### config.mk
export PLATFORM = sky130hd
export DESIGN_NAME = multicycle_ctrl
export DESIGN_NICKNAME = d
export VERILOG_FILES = /design/src/rtl/rv_ctrl_pkg.sv /design/src/rtl/mc_ctrl_outdec.sv /design/src/rtl/multicycle_ctrl.sv
export SDC_FILE = /design/constraint.sdc
export NUM_CORES = 1
export LEC_CHECK = 0
export BUFFER_PORTS_ARGS = -buffer_cell sky130_fd_sc_hd__buf_4
export CAP_MARGIN = 20
export CORE_AREA = 2 2 39 41
export CTS_CLUSTER_DIAMETER = 30
export DETAILED_ROUTE_END_ITERATION = 8
export DIE_AREA = 0 0 41 43
export PLACE_DENSITY_LB_ADDON = 0.05
export SLEW_MARGIN = 20
export SYNTH_ARGS = -nofsm -noshare
export SYNTH_HDL_FRONTEND = slang
export SYNTH_SLANG_ARGS = --single-unit
### constraint.sdc
create_clock -name clk -period 1.8 [get_ports clk]
set_input_delay 0.54 -clock clk [delete_from_list [all_inputs] [get_ports clk]]
set_output_delay 0.54 -clock clk [all_outputs]
set_load 0.05 [all_outputs]
### src/rtl/rv_ctrl_pkg.sv
// Shared control definitions for the multicycle RV32I core: FSM states, opcodes,
// datapath mux encodings and the packed control bundle.
package rv_ctrl_pkg;

  typedef enum logic [3:0] {
    S_WAIT     = 4'd0,
    S_FETCH    = 4'd1,
    S_DECODE   = 4'd2,
    S_MEMADR   = 4'd3,
    S_MEMREAD  = 4'd4,
    S_MEMWB    = 4'd5,
    S_MEMWRITE = 4'd6,
    S_EXECR    = 4'd7,
    S_ALUWB    = 4'd8,
    S_EXECI    = 4'd9,
    S_JAL      = 4'd10,
    S_BEQ      = 4'd11,
    S_TRAP     = 4'd12
  } state_t;

  localparam logic [6:0] OP_LW  = 7'b0000011;
  localparam logic [6:0] OP_SW  = 7'b0100011;
  localparam logic [6:0] OP_R   = 7'b0110011;
  localparam logic [6:0] OP_I   = 7'b0010011;
  localparam logic [6:0] OP_JAL = 7'b1101111;
  localparam logic [6:0] OP_BEQ = 7'b1100011;

  localparam logic [1:0] RES_ALUOUT    = 2'b00;
  localparam logic [1:0] RES_DATA      = 2'b01;
  localparam logic [1:0] RES_ALURESULT = 2'b10;

  localparam logic [1:0] SRCA_PC    = 2'b00;
  localparam logic [1:0] SRCA_OLDPC = 2'b01;
  localparam logic [1:0] SRCA_RS1   = 2'b10;

  localparam logic [1:0] SRCB_RS2  = 2'b00;
  localparam logic [1:0] SRCB_IMM  = 2'b01;
  localparam logic [1:0] SRCB_FOUR = 2'b10;

  localparam logic [1:0] ALUOP_ADD   = 2'b00;
  localparam logic [1:0] ALUOP_SUB   = 2'b01;
  localparam logic [1:0] ALUOP_FUNCT = 2'b10;

  typedef struct packed {
    logic       pc_write;
    logic       adr_src;
    logic       mem_write;
    logic       ir_write;
    logic [1:0] result_src;
    logic [1:0] alu_src_a;
    logic [1:0] alu_src_b;
    logic [1:0] alu_op;
    logic       reg_write;
  } ctrl_t;

  function automatic logic is_mem_op(input logic [6:0] op);
    return (op == OP_LW) || (op == OP_SW);
  endfunction

endpackage

### src/rtl/mc_ctrl_outdec.sv
// Purpose: decodes FSM state plus mem_ready/zero into datapath enables and mux selects.
// Latency: purely combinational, 0 cycles.
// Backpressure: FETCH enables gated by mem_rdy_i so PC/IR load once per accepted fetch.
module mc_ctrl_outdec
  import rv_ctrl_pkg::*;
(
  input  state_t state_i,
  input  logic   mem_rdy_i,
  input  logic   zero_i,
  output ctrl_t  ctrl_o
);

  always_comb begin
    ctrl_o = '0;
    unique case (state_i)
      S_FETCH: begin
        ctrl_o.alu_src_b  = SRCB_FOUR;
        ctrl_o.result_src = RES_ALURESULT;
        ctrl_o.ir_write   = mem_rdy_i;
        ctrl_o.pc_write   = mem_rdy_i;
      end
      S_DECODE: begin
        // Precompute the branch target into ALUOut while the opcode resolves.
        ctrl_o.alu_src_a = SRCA_OLDPC;
        ctrl_o.alu_src_b = SRCB_IMM;
      end
      S_MEMADR: begin
        ctrl_o.alu_src_a = SRCA_RS1;
        ctrl_o.alu_src_b = SRCB_IMM;
      end
      S_MEMREAD: begin
        ctrl_o.adr_src = 1'b1;
      end
      S_MEMWB: begin
        ctrl_o.result_src = RES_DATA;
        ctrl_o.reg_write  = 1'b1;
      end
      S_MEMWRITE: begin
        ctrl_o.adr_src   = 1'b1;
        ctrl_o.mem_write = 1'b1;
      end
      S_EXECR: begin
        ctrl_o.alu_src_a = SRCA_RS1;
        ctrl_o.alu_src_b = SRCB_RS2;
        ctrl_o.alu_op    = ALUOP_FUNCT;
      end
      S_EXECI: begin
        ctrl_o.alu_src_a = SRCA_RS1;
        ctrl_o.alu_src_b = SRCB_IMM;
        ctrl_o.alu_op    = ALUOP_FUNCT;
      end
      S_ALUWB: begin
        ctrl_o.result_src = RES_ALUOUT;
        ctrl_o.reg_write  = 1'b1;
      end
      S_JAL: begin
        ctrl_o.alu_src_a = SRCA_OLDPC;
        ctrl_o.alu_src_b = SRCB_FOUR;
        ctrl_o.pc_write  = 1'b1;
      end
      S_BEQ: begin
        ctrl_o.alu_src_a = SRCA_RS1;
        ctrl_o.alu_src_b = SRCB_RS2;
        ctrl_o.alu_op    = ALUOP_SUB;
        ctrl_o.pc_write  = zero_i;
      end
      default: ctrl_o = '0;
    endcase
  end

endmodule

### src/rtl/multicycle_ctrl.sv
// Purpose: main Moore control FSM of the multicycle RV32I core (MCCTRL_ILLEGAL_TRAP_EN adds sticky illegal trap).
// Latency: outputs follow state in the same cycle; lw 5, sw 4, R/I/jal 4, beq 3 cycles at full mem_ready.
// Backpressure: FETCH, MEMREAD and MEMWRITE hold until mem_ready (ignored when MEM_HS=0).
module multicycle_ctrl
  import rv_ctrl_pkg::*;
#(
  parameter bit          MEM_HS        = 1'b1,
  parameter int unsigned RESET_PC_WAIT = 0
) (
  input  logic       clk,
  input  logic       reset,
  input  logic [6:0] op,
  input  logic       zero,
  input  logic       mem_ready,
  output logic       pc_write,
  output logic       adr_src,
  output logic       mem_write,
  output logic       ir_write,
  output logic [1:0] result_src,
  output logic [1:0] alu_src_a,
  output logic [1:0] alu_src_b,
  output logic [1:0] alu_op,
  output logic       reg_write,
  output logic       illegal,
  output logic [3:0] state_o
);

  state_t     state_q, state_d;
  logic [3:0] wait_cnt_q, wait_cnt_d;
  logic       mem_rdy;
  logic       wait_done;
  ctrl_t      ctrl;

  assign mem_rdy   = MEM_HS ? mem_ready : 1'b1;
  assign wait_done = ({1'b0, wait_cnt_q} + 5'd1) >= 5'(RESET_PC_WAIT);

  always_ff @(posedge clk or negedge reset) begin
    if (!reset) begin
      state_q    <= S_WAIT;
      wait_cnt_q <= 4'd0;
    end else begin
      state_q    <= state_d;
      wait_cnt_q <= wait_cnt_d;
    end
  end

  always_comb begin
    state_d    = state_q;
    wait_cnt_d = 4'd0;
    case (state_q)
      S_WAIT: begin
        if (wait_done) state_d = S_FETCH;
        else           wait_cnt_d = wait_cnt_q + 4'd1;
      end
      S_FETCH:  if (mem_rdy) state_d = S_DECODE;
      S_DECODE: begin
        if (is_mem_op(op))      state_d = S_MEMADR;
        else if (op == OP_R)    state_d = S_EXECR;
        else if (op == OP_I)    state_d = S_EXECI;
        else if (op == OP_JAL)  state_d = S_JAL;
        else if (op == OP_BEQ)  state_d = S_BEQ;
`ifdef MCCTRL_ILLEGAL_TRAP_EN
        else                    state_d = S_TRAP;
`else
        else                    state_d = S_FETCH;
`endif
      end
      S_MEMADR:   state_d = (op == OP_LW) ? S_MEMREAD : S_MEMWRITE;
      S_MEMREAD:  if (mem_rdy) state_d = S_MEMWB;
      S_MEMWB:    state_d = S_FETCH;
      S_MEMWRITE: if (mem_rdy) state_d = S_FETCH;
      S_EXECR,
      S_EXECI,
      S_JAL:      state_d = S_ALUWB;
      S_ALUWB:    state_d = S_FETCH;
      S_BEQ:      state_d = S_FETCH;
`ifdef MCCTRL_ILLEGAL_TRAP_EN
      S_TRAP:     state_d = S_TRAP;
`endif
      // Unused encodings, and TRAP when the trap is compiled out, recover to FETCH.
      default:    state_d = S_FETCH;
    endcase
  end

`ifdef MCCTRL_ILLEGAL_TRAP_EN
  logic illegal_q, illegal_d;

  assign illegal_d = illegal_q | (state_d == S_TRAP);

  always_ff @(posedge clk or negedge reset) begin
    if (!reset) illegal_q <= 1'b0;
    else        illegal_q <= illegal_d;
  end

  assign illegal = illegal_q;
`else
  assign illegal = 1'b0;
`endif

  mc_ctrl_outdec u_outdec (
    .state_i   (state_q),
    .mem_rdy_i (mem_rdy),
    .zero_i    (zero),
    .ctrl_o    (ctrl)
  );

  assign pc_write   = ctrl.pc_write;
  assign adr_src    = ctrl.adr_src;
  assign mem_write  = ctrl.mem_write;
  assign ir_write   = ctrl.ir_write;
  assign result_src = ctrl.result_src;
  assign alu_src_a  = ctrl.alu_src_a;
  assign alu_src_b  = ctrl.alu_src_b;
  assign alu_op     = ctrl.alu_op;
  assign reg_write  = ctrl.reg_write;
  assign state_o    = state_q;

endmodule

==> out/metrics.yaml <==
synth_simple_gate_area_share_pct: 38.18
design.die.area_sq_um: 1763
floorplan.initialDensity_pct: 39.78
power_frac_comb_pct: 85.7
ys_warn_count: 0
finalHoldViolations: 0
ant_diodes: 0
cts_root_buf: "clkbuf_4"
detail-route-antenna-nets: 0
finish.utilization_pct: 93.22
first_iteration_detailed_routing_drc_count: 112
crit_path_max_fanout: 6
synth_compound_gate_area_share_pct: 32.95
sw_frac_of_total_pct: 55.10
synth_xor_xnor_area_share_pct: 0
max_freq_ghz: 0.5059
grt_start_max_net_pins: 9
yosysTopAreaCell: "dfrtp_1"
fill_cells: 53
layout.cells.non_filler: 155
post_synth_num_cell_types: 36
placed_area_sq_um: 965.9
detailed_place_hpwl_um: 1421
fp.coreArea_sq_um: 1384
placement.setup.worst_slack_ns: 0.03886
layout_setup_ws_ns: -0.1766
clk_pin_slew_worst_paths_ns: 0.05
place_inst: 136
finalWirelength_um: 3510
postSynth.topFlopCell: "dfrtp_1"
worst_r2r_path_depth: 6
die-height_um: 43
synth_top_area_share_pct: 18.18
synth_cell_area_sq_um: 550.5
syn_area_per_cell_sq_um: 6.401
muxShareOfSynthArea_pct: 2.045
buffer_ports.inserted: 27
timing.final.max_slew_violations: 0
min_period_over_period_pct: 109.8
clock-skew-final_ns: 0.005435
routed_wire_length_per_instance_um: 22.65
grt_first_pass_wirelength_um: 3870
die_width_um: 41
gpl.final_weighted_congestion: 0.8714
setup.reg_to_reg.worst_slack_ns: 0
numClockSinks: 4
ys_ff_latch: 4
synth.top_cells.by_count: "14 x nor2_1, 9 x nand2_1, 8 x a21oi_1"
fp-row-count: 14
tritoncts: "done"
synth_most_common_cell: "nor2_1"
grt_antenna_before_repair: 0
power.net_switching_mw: 1.385
synth_seq_area_share_pct: 18.18
drc: 0
routed-via-count: 1024
multiInputGateArea_sq_um: 598.1
synth-async-reset-ratio_pct: 100.0
finalHoldWorstSlack_ns: 0.08145
globalRoute.totalOverflow: 0
worstSetupEndpointType: "output port"
num-nets-final: 152
final.min_clock_period_ns: 1.977
maxCapViolCount: 0
power_mw: 2.514
max-clock-path-buffers: 2
synthCells: 86
setup-tns-final_ns: -1.077
timing.rr.start: "state_o[2]"
worstPathArrival_ns: 1.44
clockPowerShare_pct: 5.0
internal_power_mw: 1.129
insertion_delay_ns: 0.25
synth_nets: 97
io_pins: 29
seq_area_sq_um: 105.1
setup.worst_path.start_class: "flip-flop"
violations: "negative setup slack"
hold_fix_buffers_cts: 0
detailedRoute.firstPassIterationCount: 5
vdd_drop_max_v: 0.001459
synthTopCellsByArea: "dfrtp_1 18%, nor2_1 9.5%, a21oi_1 7.3%, nand2_1 6.1%, nand2b_1 4.5%"
synth_fa_ha_area_share_pct: 0
drive_gt1_share_pct: 69.78
r2r-end: "state_o[1]"
via_per_inst: 6.606
synth_enable_flop_cells: 0
pwr_density_cell_nw_per_um2: 1949
setup_viol: 16
holdCritPathClass: "input port to asynchronous set/reset pin"
stdcell_area_sq_um: 1290
area_growth_syn_to_layout_pct: 134.3
dominant_combinational_cell_family_by_area_after_synthesis: "simple AND/OR/NAND/NOR gates"
first_global_vias: 866
numCtsBuffers: 3
outcome: "finished with violations"
static-leakage-power_nw: 0.5644
ctsHtreeMaxLevel: 1
share_seq_of_total_power_pct: 9.3
timing.critical_path.required_ns: 1.26
global_route_usage_sum_pct: 31.53
rsz_0062_raised_after_global_routing: "yes"
largest_register_ffs: 4
setup_crit_path_kind: "flip-flop to output port"
## power by group through the flow
stage / combinational (mW) / sequential [mW] / clock, mW
floorplan: 1.04 / 0.278 / 0
global placement: 1.48 / 0.219 / 0
detailed placement: 1.50 / 0.222 / 0
CTS: 1.84 / 0.205 / 0.110
global route: 2.23 / 0.236 / 0.132
finish: 2.15 / 0.234 / 0.126
## layout make-up
cell class	instances	area share [%]
clock buffer	3	1.746
inverter	4	1.358
multi-input combinational	72	46.36
sequential	4	8.147
tap	16	1.552
timing repair buffer	56	40.83
## layer usage
metal	up-vias	track usage [%]	share of wire [%]
met5	-	0	0
met4	0	10.67	7.7
met3	38	4.188	11
met2	103	52.81	47
met1	472	38.91	34
li1	411	-	-
## worst max-delay path, stage by stage, from the launching register on
cell and delay [ns]:
dfrtp_2 0.49, inv_2 0.17, nand3_1 0.11, o21ai_0 0.09, and2_4 0.17, buf_6 0.15
## cells in the final DEF (no fill, tap or decap), types with 2 or more instances in the layout
| cell | n |
|---|---|
| o21ai_0 | 4 |
| inv_1 | 2 |
| a21oi_1 | 5 |
| nor2_2 | 2 |
| nor3_1 | 3 |
| or3_1 | 2 |
| nand2_4 | 2 |
| nand2_1 | 6 |
| buf_8 | 3 |
| clkbuf_4 | 3 |
| a21oi_2 | 2 |
| nor2_4 | 9 |
| nor2_1 | 3 |
| dfrtp_2 | 4 |
| buf_6 | 19 |
| nand2b_4 | 3 |
| o21ai_1 | 2 |
| buf_4 | 33 |
## kinds of logic after synthesis
logic type,count (synthesis)
mux,1
buf+inv,10
other cells,1
flops,4
simple gates,43
compound gates,27
## repair_timing
item | CTS | global route
pin swaps | 4 | 1
endpoints found under the setup margin | 13 | 15
resized for setup | 27 | 18
setup buffers | 11 | 5
## worst max path at each step
stage	from	endpoint	slack, ns	cells after the start
after floorplan	state_o[3]	pc_write	-0.09	5
after global placement	zero	pc_write	0.06	6
after detailed placement	zero	pc_write	0.04	6
after CTS	state_o[2]	reg_write	-0.1	5
after global routing	state_o[1]	alu_op[1]	-0.20	5
final	state_o[1]	alu_op[1]	-0.18	5
Power figures use the tool's default switching activity.
